### config.mk
export PLATFORM = sky130hd
export DESIGN_NAME = img_csr_bank_flat
export DESIGN_NICKNAME = d
export VERILOG_FILES = /design/src/rtl/img_csr_bank_if.sv /design/src/rtl/img_csr_bank.sv /design/src/flat_wrapper.sv
export SDC_FILE = /design/constraint.sdc
export NUM_CORES = 1
export LEC_CHECK = 0
export ABC_AREA = 1
export CAP_MARGIN = 20
export CELL_PAD_IN_SITES_DETAIL_PLACEMENT = 1
export CELL_PAD_IN_SITES_GLOBAL_PLACEMENT = 1
export CORE_AREA = 2 2 192 194
export CTS_CLUSTER_DIAMETER = 120
export DETAILED_ROUTE_END_ITERATION = 12
export DIE_AREA = 0 0 194 196
export PLACE_DENSITY_LB_ADDON = 0.3
export SLEW_MARGIN = 20
export SYNTH_ARGS = -nofsm -noshare
export SYNTH_HDL_FRONTEND = slang
export SYNTH_SLANG_ARGS = --single-unit
### constraint.sdc
create_clock -name clk_i -period 2.65 [get_ports clk_i]
set_input_delay 0.795 -clock clk_i [delete_from_list [all_inputs] [get_ports clk_i]]
set_output_delay 0.795 -clock clk_i [all_outputs]
set_load 0.005 [all_outputs]
### src/rtl/img_csr_bank_if.sv
// ---------------------------------------------------------------------------
// axi4_lite_if : AXI4-Lite channel bundle (32-bit address/data, 4-bit strobe).
//
// Carries the five AXI4-Lite channels without clock or reset; those stay
// plain ports on the modules that use the bundle.
//   AW : awaddr, awvalid / awready
//   W  : wdata, wstrb, wvalid / wready
//   B  : bresp, bvalid / bready
//   AR : araddr, arvalid / arready
//   R  : rdata, rresp, rvalid / rready
// Modports: master (interconnect side) and slave (register bank side).
// ---------------------------------------------------------------------------
interface axi4_lite_if;
  logic [31:0] awaddr;
  logic        awvalid;
  logic        awready;

  logic [31:0] wdata;
  logic [3:0]  wstrb;
  logic        wvalid;
  logic        wready;

  logic [1:0]  bresp;
  logic        bvalid;
  logic        bready;

  logic [31:0] araddr;
  logic        arvalid;
  logic        arready;

  logic [31:0] rdata;
  logic [1:0]  rresp;
  logic        rvalid;
  logic        rready;

  modport master (
    output awaddr, awvalid, wdata, wstrb, wvalid, bready, araddr, arvalid, rready,
    input  awready, wready, bresp, bvalid, arready, rdata, rresp, rvalid
  );

  modport slave (
    input  awaddr, awvalid, wdata, wstrb, wvalid, bready, araddr, arvalid, rready,
    output awready, wready, bresp, bvalid, arready, rdata, rresp, rvalid
  );
endinterface

### src/rtl/img_csr_bank.sv
// ---------------------------------------------------------------------------
// img_csr_bank : AXI4-Lite register bank for the image filter blocks.
//
// CSR_CNT 32-bit registers starting at BASE_ADDR. Register i is read/write
// unless RO_MASK[i] is set, in which case reads return status_i slot i and
// writes are accepted but discarded.
//
// Parameters
//   BASE_ADDR : byte address of register 0 (4-byte aligned)
//   CSR_CNT   : number of registers, 1..64
//   RO_MASK   : bit i = 1 -> register i is read-only (status)
//   RST_VAL   : reset value of register i in bits [32*i +: 32]
//
// Ports
//   clk_i      : clock
//   rst_i      : synchronous active-high reset
//   csr_i      : AXI4-Lite slave port
//   status_i   : live values for read-only registers
//   regs_o     : control register values (read-only slots drive 0)
//   wr_pulse_o : one-cycle pulse per register updated by a write
//   sof_i      : start-of-frame, used only with CSR_SHADOW_EN
//
// Optional feature, macro CSR_SHADOW_EN: AXI accesses a staging copy and
// regs_o drives an active copy that is loaded from staging on sof_i, so a
// frame never sees a half-programmed register set.
// ---------------------------------------------------------------------------
module img_csr_bank #(
  parameter logic [31:0]           BASE_ADDR = 32'h0000_0000,
  parameter int unsigned           CSR_CNT   = 4,
  parameter logic [CSR_CNT-1:0]    RO_MASK   = '0,
  parameter logic [CSR_CNT*32-1:0] RST_VAL   = '0
) (
  input  logic                    clk_i,
  input  logic                    rst_i,
  axi4_lite_if.slave              csr_i,
  input  logic [CSR_CNT*32-1:0]   status_i,
  output logic [CSR_CNT*32-1:0]   regs_o,
  output logic [CSR_CNT-1:0]      wr_pulse_o,
  input  logic                    sof_i
);

  localparam int unsigned IDX_W = (CSR_CNT > 1) ? $clog2(CSR_CNT) : 1;

  typedef enum logic [1:0] {
    RESP_OKAY   = 2'b00,
    RESP_SLVERR = 2'b10
  } resp_e;

  typedef struct packed {
    logic             hit;
    logic [IDX_W-1:0] idx;
  } dec_t;

  typedef logic [CSR_CNT-1:0][31:0] bank_t;

  // Address decode: word index relative to BASE_ADDR, low two bits ignored.
  function automatic dec_t decode(input logic [31:0] addr);
    logic [31:0] off;
    dec_t        d;
    off   = addr - BASE_ADDR;
    d.hit = (addr >= BASE_ADDR) && ((off >> 2) < CSR_CNT);
    d.idx = IDX_W'(off >> 2);
    return d;
  endfunction

  // -------------------------------------------------------------------------
  // State
  // -------------------------------------------------------------------------
  logic         aw_held_q, aw_held_d;
  logic [31:0]  awaddr_q,  awaddr_d;
  logic         w_held_q,  w_held_d;
  logic [31:0]  wdata_q,   wdata_d;
  logic [3:0]   wstrb_q,   wstrb_d;
  logic         bvalid_q,  bvalid_d;
  resp_e        bresp_q,   bresp_d;

  logic         rvalid_q,  rvalid_d;
  logic [31:0]  rdata_q,   rdata_d;
  resp_e        rresp_q,   rresp_d;

  bank_t        regs_q,    regs_d;
  logic [CSR_CNT-1:0] wr_pulse_q, wr_pulse_d;

  // -------------------------------------------------------------------------
  // Write path
  // -------------------------------------------------------------------------
  logic        awready, wready;
  logic        aw_hs, w_hs, commit;
  logic [31:0] eff_awaddr, eff_wdata;
  logic [3:0]  eff_wstrb;
  dec_t        wdec;

  assign awready = !aw_held_q && !bvalid_q;
  assign wready  = !w_held_q  && !bvalid_q;

  // NOTE: every signal assigned in an always_comb gets a default at the top
  // of the block; a path that leaves one unassigned would infer a latch.
  always_comb begin
    aw_hs = csr_i.awvalid && awready;
    w_hs  = csr_i.wvalid  && wready;

    // Address and data can each come from this cycle's handshake or from
    // an earlier one held in the flags; commit fires once both exist.
    eff_awaddr = aw_held_q ? awaddr_q : csr_i.awaddr;
    eff_wdata  = w_held_q  ? wdata_q  : csr_i.wdata;
    eff_wstrb  = w_held_q  ? wstrb_q  : csr_i.wstrb;
    commit     = (aw_hs || aw_held_q) && (w_hs || w_held_q);
    wdec       = decode(eff_awaddr);

    aw_held_d  = aw_held_q;
    awaddr_d   = awaddr_q;
    w_held_d   = w_held_q;
    wdata_d    = wdata_q;
    wstrb_d    = wstrb_q;
    bvalid_d   = bvalid_q;
    bresp_d    = bresp_q;
    regs_d     = regs_q;
    wr_pulse_d = '0;

    if (commit) begin
      aw_held_d = 1'b0;
      w_held_d  = 1'b0;
      bvalid_d  = 1'b1;
      bresp_d   = wdec.hit ? RESP_OKAY : RESP_SLVERR;
      // Read-only targets answer OKAY but neither change nor pulse.
      if (wdec.hit && !RO_MASK[wdec.idx]) begin
        for (int b = 0; b < 4; b++) begin
          if (eff_wstrb[b]) regs_d[wdec.idx][8*b +: 8] = eff_wdata[8*b +: 8];
        end
        wr_pulse_d[wdec.idx] = 1'b1;
      end
    end else begin
      if (aw_hs) begin
        aw_held_d = 1'b1;
        awaddr_d  = csr_i.awaddr;
      end
      if (w_hs) begin
        w_held_d = 1'b1;
        wdata_d  = csr_i.wdata;
        wstrb_d  = csr_i.wstrb;
      end
      // Handshakes are blocked while bvalid is high, so a B handshake and a
      // commit can never coincide.
      if (bvalid_q && csr_i.bready) begin
        bvalid_d = 1'b0;
        bresp_d  = RESP_OKAY;
      end
    end
  end

  // -------------------------------------------------------------------------
  // Read path
  // -------------------------------------------------------------------------
  logic        ar_hs;
  dec_t        rdec;
  bank_t       status_w;
  logic [31:0] rd_word;

  assign status_w = status_i;

  always_comb begin
    ar_hs = csr_i.arvalid && !rvalid_q;
    rdec  = decode(csr_i.araddr);

    // Reads sample regs_q, so a commit in the same cycle is not yet visible
    // and the pre-write value is returned.
    rd_word = '0;
    if (rdec.hit) begin
      rd_word = RO_MASK[rdec.idx] ? status_w[rdec.idx] : regs_q[rdec.idx];
    end

    rvalid_d = rvalid_q;
    rdata_d  = rdata_q;
    rresp_d  = rresp_q;

    if (ar_hs) begin
      rvalid_d = 1'b1;
      rdata_d  = rd_word;
      rresp_d  = rdec.hit ? RESP_OKAY : RESP_SLVERR;
    end else if (rvalid_q && csr_i.rready) begin
      rvalid_d = 1'b0;
      rdata_d  = '0;
      rresp_d  = RESP_OKAY;
    end
  end

  // -------------------------------------------------------------------------
  // Registers
  // -------------------------------------------------------------------------
  // NOTE: sequential state uses non-blocking assignments only, so every flop
  // samples the values from before the edge regardless of statement order.
  always_ff @(posedge clk_i) begin
    if (rst_i) begin
      aw_held_q  <= 1'b0;
      awaddr_q   <= '0;
      w_held_q   <= 1'b0;
      wdata_q    <= '0;
      wstrb_q    <= '0;
      bvalid_q   <= 1'b0;
      bresp_q    <= RESP_OKAY;
      rvalid_q   <= 1'b0;
      rdata_q    <= '0;
      rresp_q    <= RESP_OKAY;
      // NOTE: the register array is reset in full because software relies on
      // RST_VAL; plain data buffers elsewhere would not need this.
      regs_q     <= RST_VAL;
      wr_pulse_q <= '0;
    end else begin
      aw_held_q  <= aw_held_d;
      awaddr_q   <= awaddr_d;
      w_held_q   <= w_held_d;
      wdata_q    <= wdata_d;
      wstrb_q    <= wstrb_d;
      bvalid_q   <= bvalid_d;
      bresp_q    <= bresp_d;
      rvalid_q   <= rvalid_d;
      rdata_q    <= rdata_d;
      rresp_q    <= rresp_d;
      regs_q     <= regs_d;
      wr_pulse_q <= wr_pulse_d;
    end
  end

  // -------------------------------------------------------------------------
  // Control output source: staging copy directly, or a frame-aligned copy
  // -------------------------------------------------------------------------
  bank_t out_src;

`ifdef CSR_SHADOW_EN
  bank_t active_q, active_d;

  // Loading from regs_d lets a commit landing with sof_i reach the active
  // copy in the same frame.
  always_comb begin
    active_d = active_q;
    if (sof_i) active_d = regs_d;
  end

  always_ff @(posedge clk_i) begin
    if (rst_i) active_q <= RST_VAL;
    else       active_q <= active_d;
  end

  assign out_src = active_q;
`else
  logic unused_sof;
  assign unused_sof = sof_i;
  assign out_src    = regs_q;
`endif

  always_comb begin
    regs_o = '0;
    for (int i = 0; i < CSR_CNT; i++) begin
      if (!RO_MASK[i]) regs_o[32*i +: 32] = out_src[i];
    end
  end

  // -------------------------------------------------------------------------
  // Bus outputs
  // -------------------------------------------------------------------------
  assign csr_i.awready = awready;
  assign csr_i.wready  = wready;
  assign csr_i.bvalid  = bvalid_q;
  assign csr_i.bresp   = bresp_q;
  assign csr_i.arready = !rvalid_q;
  assign csr_i.rvalid  = rvalid_q;
  assign csr_i.rdata   = rdata_q;
  assign csr_i.rresp   = rresp_q;
  assign wr_pulse_o    = wr_pulse_q;

endmodule

### src/flat_wrapper.sv
// flat-port wrapper written by rule: the top's interface ports become plain ports
module img_csr_bank_flat 
#(
  parameter logic [31:0]           BASE_ADDR = 32'h0000_0000,
  parameter int unsigned           CSR_CNT   = 4,
  parameter logic [CSR_CNT-1:0]    RO_MASK   = '0,
  parameter logic [CSR_CNT*32-1:0] RST_VAL   = '0
)
  (clk_i, rst_i, status_i, regs_o, wr_pulse_o, sof_i, csr_i_awaddr, csr_i_awvalid, csr_i_wdata, csr_i_wstrb, csr_i_wvalid, csr_i_bready, csr_i_araddr, csr_i_arvalid, csr_i_rready, csr_i_awready, csr_i_wready, csr_i_bresp, csr_i_bvalid, csr_i_arready, csr_i_rdata, csr_i_rresp, csr_i_rvalid);
  axi4_lite_if csr_i_i ();
  input  logic clk_i;
  input  logic rst_i;
  input  logic [CSR_CNT*32-1:0] status_i;
  output logic [CSR_CNT*32-1:0] regs_o;
  output logic [CSR_CNT-1:0] wr_pulse_o;
  input  logic sof_i;
  input wire logic [$bits(csr_i_i.awaddr)-1:0] csr_i_awaddr;
  input wire logic [$bits(csr_i_i.awvalid)-1:0] csr_i_awvalid;
  input wire logic [$bits(csr_i_i.wdata)-1:0] csr_i_wdata;
  input wire logic [$bits(csr_i_i.wstrb)-1:0] csr_i_wstrb;
  input wire logic [$bits(csr_i_i.wvalid)-1:0] csr_i_wvalid;
  input wire logic [$bits(csr_i_i.bready)-1:0] csr_i_bready;
  input wire logic [$bits(csr_i_i.araddr)-1:0] csr_i_araddr;
  input wire logic [$bits(csr_i_i.arvalid)-1:0] csr_i_arvalid;
  input wire logic [$bits(csr_i_i.rready)-1:0] csr_i_rready;
  output wire logic [$bits(csr_i_i.awready)-1:0] csr_i_awready;
  output wire logic [$bits(csr_i_i.wready)-1:0] csr_i_wready;
  output wire logic [$bits(csr_i_i.bresp)-1:0] csr_i_bresp;
  output wire logic [$bits(csr_i_i.bvalid)-1:0] csr_i_bvalid;
  output wire logic [$bits(csr_i_i.arready)-1:0] csr_i_arready;
  output wire logic [$bits(csr_i_i.rdata)-1:0] csr_i_rdata;
  output wire logic [$bits(csr_i_i.rresp)-1:0] csr_i_rresp;
  output wire logic [$bits(csr_i_i.rvalid)-1:0] csr_i_rvalid;
  assign csr_i_i.awaddr = csr_i_awaddr;
  assign csr_i_i.awvalid = csr_i_awvalid;
  assign csr_i_i.wdata = csr_i_wdata;
  assign csr_i_i.wstrb = csr_i_wstrb;
  assign csr_i_i.wvalid = csr_i_wvalid;
  assign csr_i_i.bready = csr_i_bready;
  assign csr_i_i.araddr = csr_i_araddr;
  assign csr_i_i.arvalid = csr_i_arvalid;
  assign csr_i_i.rready = csr_i_rready;
  assign csr_i_awready = csr_i_i.awready;
  assign csr_i_wready = csr_i_i.wready;
  assign csr_i_bresp = csr_i_i.bresp;
  assign csr_i_bvalid = csr_i_i.bvalid;
  assign csr_i_arready = csr_i_i.arready;
  assign csr_i_rdata = csr_i_i.rdata;
  assign csr_i_rresp = csr_i_i.rresp;
  assign csr_i_rvalid = csr_i_i.rvalid;
  img_csr_bank #(.BASE_ADDR(BASE_ADDR), .CSR_CNT(CSR_CNT), .RO_MASK(RO_MASK), .RST_VAL(RST_VAL)) u_core (.clk_i(clk_i), .rst_i(rst_i), .csr_i(csr_i_i), .status_i(status_i), .regs_o(regs_o), .wr_pulse_o(wr_pulse_o), .sof_i(sof_i));
endmodule
==> results of run 1 <==
==> kinds of logic after synthesis <==
logic type / count (synthesis) / synth area share
other cells: 1 / 0.000352
flops: 236 / 0.443
buf+inv: 151 / 0.0615
simple gates: 883 / 0.360
mux: 25 / 0.0235
compound gates: 228 / 0.112
==> what timing repair did <==
item	CTS	global route
setup endpoints to repair	1	0
buffers inserted	0	0
gates resized for setup	1	0
==> area by class of cell <==
cell class	count	area [µm²]
fillers	4458	20800
multi-input cells	1138	5310
flip-flops and latches	236	4730
repair buffers	339	3560
clock buffers	43	828
well taps	468	586
inverters	57	216
clock inverters	6	80.1
diodes	1	2.50
==> critical path: cells and delay by family, from the launching register on <==
| family | cells | cell delay, ns |
|---|---|---|
| simple gates | 1 | 0.18 |
| flops | 1 | 0.42 |
| buf+inv | 1 | 0.52 |
==> per-layer routing <==
| layer | vias to the layer above | share of wire | global-route usage | routed length, µm |
|---|---|---|---|---|
| li1 | 5482 | - | - | - |
| met4 | 8 | 0.023 | 0.0575 | 952 |
| met2 | 263 | 0.46 | 0.355 | 19100 |
| met1 | 5215 | 0.44 | 0.262 | 18200 |
| met3 | 66 | 0.068 | 0.0542 | 2810 |
| met5 | - | 0.0011 | 0 | 46 |
==> stage by stage <==
stage	cells	util	setup TNS (ns)	area (µm²)	hold slack [ns]
finish	2288	0.424	0	15300	0.459
global route	2288	0.424	0	15300	0.479
CTS	2287	0.424	0	15300	0.462
detailed placement	2238	0.399	-4.07	14400	0.454
global placement	2238	0.399	-1.63	14400	0.437
floorplan	1525	-	0	10700	0.429
==> layout by cell type, fill, tap and decap left out, drive strengths merged, types with 43 or more instances in the layout <==
| master | netlist | routed |
|---|---|---|
| nor2 | 487 | 487 |
| clkdlybuf4s50 | 0 | 271 |
| dfxtp | 236 | 236 |
| nand2 | 221 | 221 |
| nand3 | 150 | 150 |
| o21ai | 139 | 139 |
| buf | 33 | 68 |
| a21oi | 63 | 63 |
| inv | 52 | 54 |
| clkbuf | 61 | 43 |
==> worst max path at each step <==
stage | start | to | slack [ns] | cells past startpoint
5_1_grt | u_core.w_held_q | csr_i_wready | 0.09 | 2
4_1_cts | u_core.w_held_q | csr_i_wready | 0.15 | 2
3_5_place_dp | csr_i_awaddr[28] | u_core.regs_o[107] | -0.08 | 9
2_1_floorplan | csr_i_wvalid | u_core.regs_o[7] | 0.55 | 10
6_report | u_core.w_held_q | csr_i_wready | 0.19 | 2
3_3_place_gp | csr_i_awaddr[28] | u_core.regs_o[78] | -0.04 | 9
==> state kept, by name (all words and copies together) (netlist names) <==
| name | cells |
|---|---|
| u_core.regs_o | 128 |
| u_core.csr_i.rdata | 32 |
| u_core.wdata_q | 32 |
| u_core.awaddr_q | 30 |
| u_core.wr_pulse_o | 4 |
| u_core.wstrb_q | 4 |
| u_core.aw_held_q | 1 |
| u_core.csr_i.bresp | 1 |
| u_core.csr_i.bvalid | 1 |
| u_core.csr_i.rresp | 1 |
| u_core.csr_i.rvalid | 1 |
| u_core.w_held_q | 1 |
==> power groups by stage <==
stage | sequential (mW) | combinational (mW) | clock, mW
after floorplan | 3.79 | 0.650 | 0
after global placement | 3.81 | 1.09 | 0
after detailed placement | 3.82 | 1.12 | 0
after CTS | 3.74 | 1.12 | 3.95
after global routing | 3.75 | 1.24 | 4.11
final | 3.74 | 1.11 | 3.85
==> metrics.yaml, run 1 <==
power:
  p_comb_frac: 0.128
  p_sw_frac: 0.260
  vdd_drop_max_v: 0.000452
  clkPwrFrac: 0.443
  seqPwrFrac: 0.430
  p_leak_nw: 5.96
  pwr_density_cell_nw_per_um2: 568
  p_sw_mw: 2.27
  internal_power_mw: 6.43
  p_total_mw: 8.70
floorplanning:
  die_x_um: 194
  initial_core_util: 0.295
  fp.coreArea_um2: 36100
  row_count: 70
  num_io_pins: 409
  fp.dieH_um: 196
  dieArea_um2: 38000
routing:
  dr.pass1.iters: 4
  wl_per_cell_um: 17.9
  antenna_left: 0
  drt-total-wl_um: 41000
  drc: 0
  via_per_inst: 4.82
  vias: 11000
  drt_iter0_drc: 496
clock_network:
  clock_sinks: 236
  clk_pin_slew_worst_paths_ns: 0.06
  clock_latency_ns: 0.55
  hold_buffers: 0
  clock_path_buffers: 3
  numCtsBuffers: 28
  cts_tree: "done"
  htree_levels: 1
  cts_root_buf: "clkbuf_16"
logic_synthesis:
  yosys_warnings: 0
  ys_seq_elements: 236
  ys.flop_type: "dfxtp_1"
  synthTopCellsByCount: "465 x nor2_1, 236 x dfxtp_1, 217 x nand2_1, 146 x nand3_1, 134 x o21ai_0"
  yosysTopAreaCell: "dfxtp_1"
  avgSynthCellArea_um2: 6.99
  async_flop_share: 0
  synth_edf_count: 0
  ys_top_cells_by_area: "dfxtp_1 44%, nor2_1 16%, nand2_1 7.6%"
  netlist_instances: 1524
  synth.most_common_cell: "nor2_1"
  synth_top_cell_area_share: 0.443
  synthesis.area_um2: 10700
  ys_types: 36
  yosysSeqAreaShare: 0.443
worst_setup_path:
  crit_path_end_kind: "output port"
  r2r-end: "u_core.regs_o[107]"
  critPathMaxFanout: 15
  ff2ff_setup_slack_ns: 0.62
  crit_required_ns: 1.86
  slowest_stage: "clkdlybuf4s50_1"
  r2r-start: "u_core.aw_held_q"
  start_kind: "flip-flop"
  worstSetupPathType: "flip-flop to output port"
  critPathMaxStageDelay_ns: 0.52
  path_cells: "nor2_1, clkdlybuf4s50_1"
  ff2ff_path_depth: 11
  cp.arrival_ns: 1.67
global_route:
  grt_use_total: 0.209
  first_global_vias: 11100
  gr-total-overflow: 0
  antenna_found_initial: 5
  grt_pass1_wl_um: 63400
  grt_max_degree: 54
placed_design:
  hpwl_um: 30200
  dp_slack_ns: -0.0848
  port_buffers: 273
  gp_congestion: 0.804
timing:
  hold_viol: 0
  setup_viol: 0
  fin_crit_ns: 2.46
  maxSlewViolCount: 0
  timing.final.ws_setup_ns: 0.187
  fin_crit_sh: 0.930
  worst_pin_slew_ns: 0.543
  fmax_ghz: 0.406
  rsz0062_at_grt: "no"
  slew_headroom: 0.628
  fin_skew_ns: 0.00966
outcome:
  outcome: "finished clean"
hold_path:
  hold_end: "u_core.awaddr_q[7]"
  min_path_type: "flip-flop to flip-flop"
  min_path_cells: 2
  worstHoldStart: "u_core.awaddr_q[7]"
finish:
  nets: 2036
  syn2layout_area_growth_pct: 43.6
  drive_gt1_frac: 0.0896
run:
  cap_violations: 0
No activity file was read; power rests on OpenSTA's default activity.
==> run 2, diff against run 1 <==
--- a/config.mk
+++ b/config.mk
@@ -9,10 +9,10 @@
 export CAP_MARGIN = 20
 export CELL_PAD_IN_SITES_DETAIL_PLACEMENT = 1
 export CELL_PAD_IN_SITES_GLOBAL_PLACEMENT = 1
-export CORE_AREA = 2 2 192 194
+export CORE_AREA = 2 2 183 203
 export CTS_CLUSTER_DIAMETER = 120
 export DETAILED_ROUTE_END_ITERATION = 12
-export DIE_AREA = 0 0 194 196
+export DIE_AREA = 0 0 185 205
 export PLACE_DENSITY_LB_ADDON = 0.3
 export SLEW_MARGIN = 20
 export SYNTH_ARGS = -nofsm -noshare
==> run 2 against run 1 <==
  * Wire length decreased by 3.0%
  * Total power fell by 2.4%
  * Setup slack better by 0.044 ns
  * Hold slack worse by 0.0018 ns
  * Design area fell by 0.83%
  * Sequential power about the same
  * Largest cell class unchanged
  * Highest routed layer unchanged
==> metrics.yaml, run 2 (same netlist as run 1, synthesis figures left out) <==
clock_network:
  cts_setup_buffers: 0
  clk_pin_slew_worst_paths_ns: 0.06
  clock_latency_ns: 0.53
  htree_levels: 1
  numCtsBuffers: 27
  hold_buffers: 0
  post_cts_resize_count: 0
  clock_sinks: 236
  cts_root_buf: "clkbuf_16"
  cts_tree: "done"
  clock_path_buffers: 3
global_route:
  grt_use_total: 0.205
  first_global_vias: 10900
  gr-total-overflow: 0
  grt_max_degree: 60
  grt_pass1_wl_um: 61000
  antenna_found_initial: 1
worst_setup_path:
  crit_path_end_kind: "output port"
  crit_required_ns: 1.86
  start_kind: "flip-flop"
  worstSetupPathType: "flip-flop to output port"
  cp.arrival_ns: 1.62
  critPathMaxFanout: 10
outcome:
  outcome: "finished clean"
hold_path:
  min_path_type: "flip-flop to flip-flop"
routing:
  via_per_inst: 4.75
  drc: 0
  drt-total-wl_um: 39800
  drt_iter0_drc: 508
  wl_per_cell_um: 17.3
  vias: 10900
  antenna_left: 0
  dr.pass1.iters: 5
power:
  clkPwrFrac: 0.429
  p_total_mw: 8.49
  p_sw_frac: 0.264
  seqPwrFrac: 0.439
  pwr_density_cell_nw_per_um2: 559
  p_leak_nw: 5.88
  p_comb_frac: 0.131
  p_sw_mw: 2.25
  vdd_drop_max_v: 0.000418
  internal_power_mw: 6.25
floorplanning:
  fp.dieH_um: 205
  dieArea_um2: 37900
  initial_core_util: 0.298
  num_io_pins: 409
  row_count: 73
  die_x_um: 185
  fp.coreArea_um2: 35800
timing:
  worst_pin_slew_ns: 0.694
  fin_crit_ns: 2.42
  maxSlewViolCount: 0
  fin_skew_ns: 0.00891
  rsz0062_at_grt: "no"
  slew_headroom: 0.533
  fin_crit_sh: 0.913
  setup_viol: 0
  fmax_ghz: 0.413
  hold_viol: 0
finish:
  mostFrequentLayoutCells: "464 x nor2_1, 271 x clkdlybuf4s50_1, 234 x dfxtp_1, 217 x nand2_1, 146 x nand3_1"
  fin_area_um2: 15200
  fillerInstances: 4443
  largest_reg_flops: 128
  drive_gt1_frac: 0.0840
  final_common_cell: "nor2_1"
  nets: 2026
  syn2layout_area_growth_pct: 42.4
  ff_latch_area_um2: 4730
  multi_input_comb_area_um2: 5310
placed_design:
  place_area_um2: 14300
  port_buffers: 273
  hpwl_um: 29600
  gp_congestion: 0.806
run:
  cap_violations: 0
run 2: per-stage QoR:
step,utilization,TNS (ns),setup slack (ns),std cells,hold slack [ns]
global route,0.424,0,0.143,2296,0.481
floorplan,-,0,0.548,1525,0.429
CTS,0.424,0,0.0585,2296,0.459
detailed placement,0.400,-12.09,-0.143,2248,0.450
global placement,0.400,-9.31,-0.116,2248,0.440
finish,0.424,0,0.230,2297,0.457
run 2: path summary, 6_finish.rpt:
path | start | endpoint | slack [ns] | cells after the start
worst min-delay path | u_core.awaddr_q[31] | u_core.awaddr_q[31] | 0.46 | 2
worst min register to register | u_core.awaddr_q[31] | u_core.awaddr_q[31] | 0.46 | 2
worst max-delay path | u_core.aw_held_q | csr_i_awready | 0.23 | 2
worst max register to register | u_core.w_held_q | u_core.regs_o[62] | 0.67 | 8
run 2: power groups by stage:
stage / combinational, mW / sequential (mW) / clock [mW]
after floorplan: 0.650 / 3.79 / 0
after global placement: 1.09 / 3.80 / 0
after detailed placement: 1.12 / 3.81 / 0
after CTS: 1.13 / 3.73 / 3.74
after global routing: 1.24 / 3.75 / 3.91
final: 1.12 / 3.73 / 3.64
run 2: cell type report:
cell class / count / area share
Multi-Input combinational cell: 1138 / 0.350
Sequential cell: 236 / 0.311
Timing Repair Buffer: 330 / 0.228
Clock buffer: 43 / 0.0524
Tap cell: 487 / 0.0401
Inverter: 57 / 0.0144
Clock inverter: 5 / 0.00346
Antenna cell: 1 / 0.000165
run 2: per-layer routing:
layer | GRT usage | vias up | wire length, µm
met2 | 0.347 | 255 | 18700
met3 | 0.0498 | 44 | 2770
met5 | 0 | - | 16
met4 | 0.0394 | 2 | 592
met1 | 0.264 | 5139 | 17700
li1 | - | 5462 | -
run 2: worst max-delay path, stage by stage, from the launching register on:
cell and delay (ns):
dfxtp_2 0.40, nor2_1 0.17, clkdlybuf4s50_1 0.53
==> run 3, diff against run 2 <==
--- a/config.mk
+++ b/config.mk
@@ -9,11 +9,13 @@
 export CAP_MARGIN = 20
 export CELL_PAD_IN_SITES_DETAIL_PLACEMENT = 1
 export CELL_PAD_IN_SITES_GLOBAL_PLACEMENT = 1
-export CORE_AREA = 2 2 183 203
+export CORE_AREA = 2 2 192 194
 export CTS_CLUSTER_DIAMETER = 120
 export DETAILED_ROUTE_END_ITERATION = 12
-export DIE_AREA = 0 0 185 205
+export DIE_AREA = 0 0 194 196
+export GPL_ROUTABILITY_DRIVEN = 0
 export PLACE_DENSITY_LB_ADDON = 0.3
+export SKIP_LAST_GASP = 1
 export SLEW_MARGIN = 20
 export SYNTH_ARGS = -nofsm -noshare
 export SYNTH_HDL_FRONTEND = slang
==> results of run 3 <==
The final DEF is identical to that of run 1; final timing and power are the same.
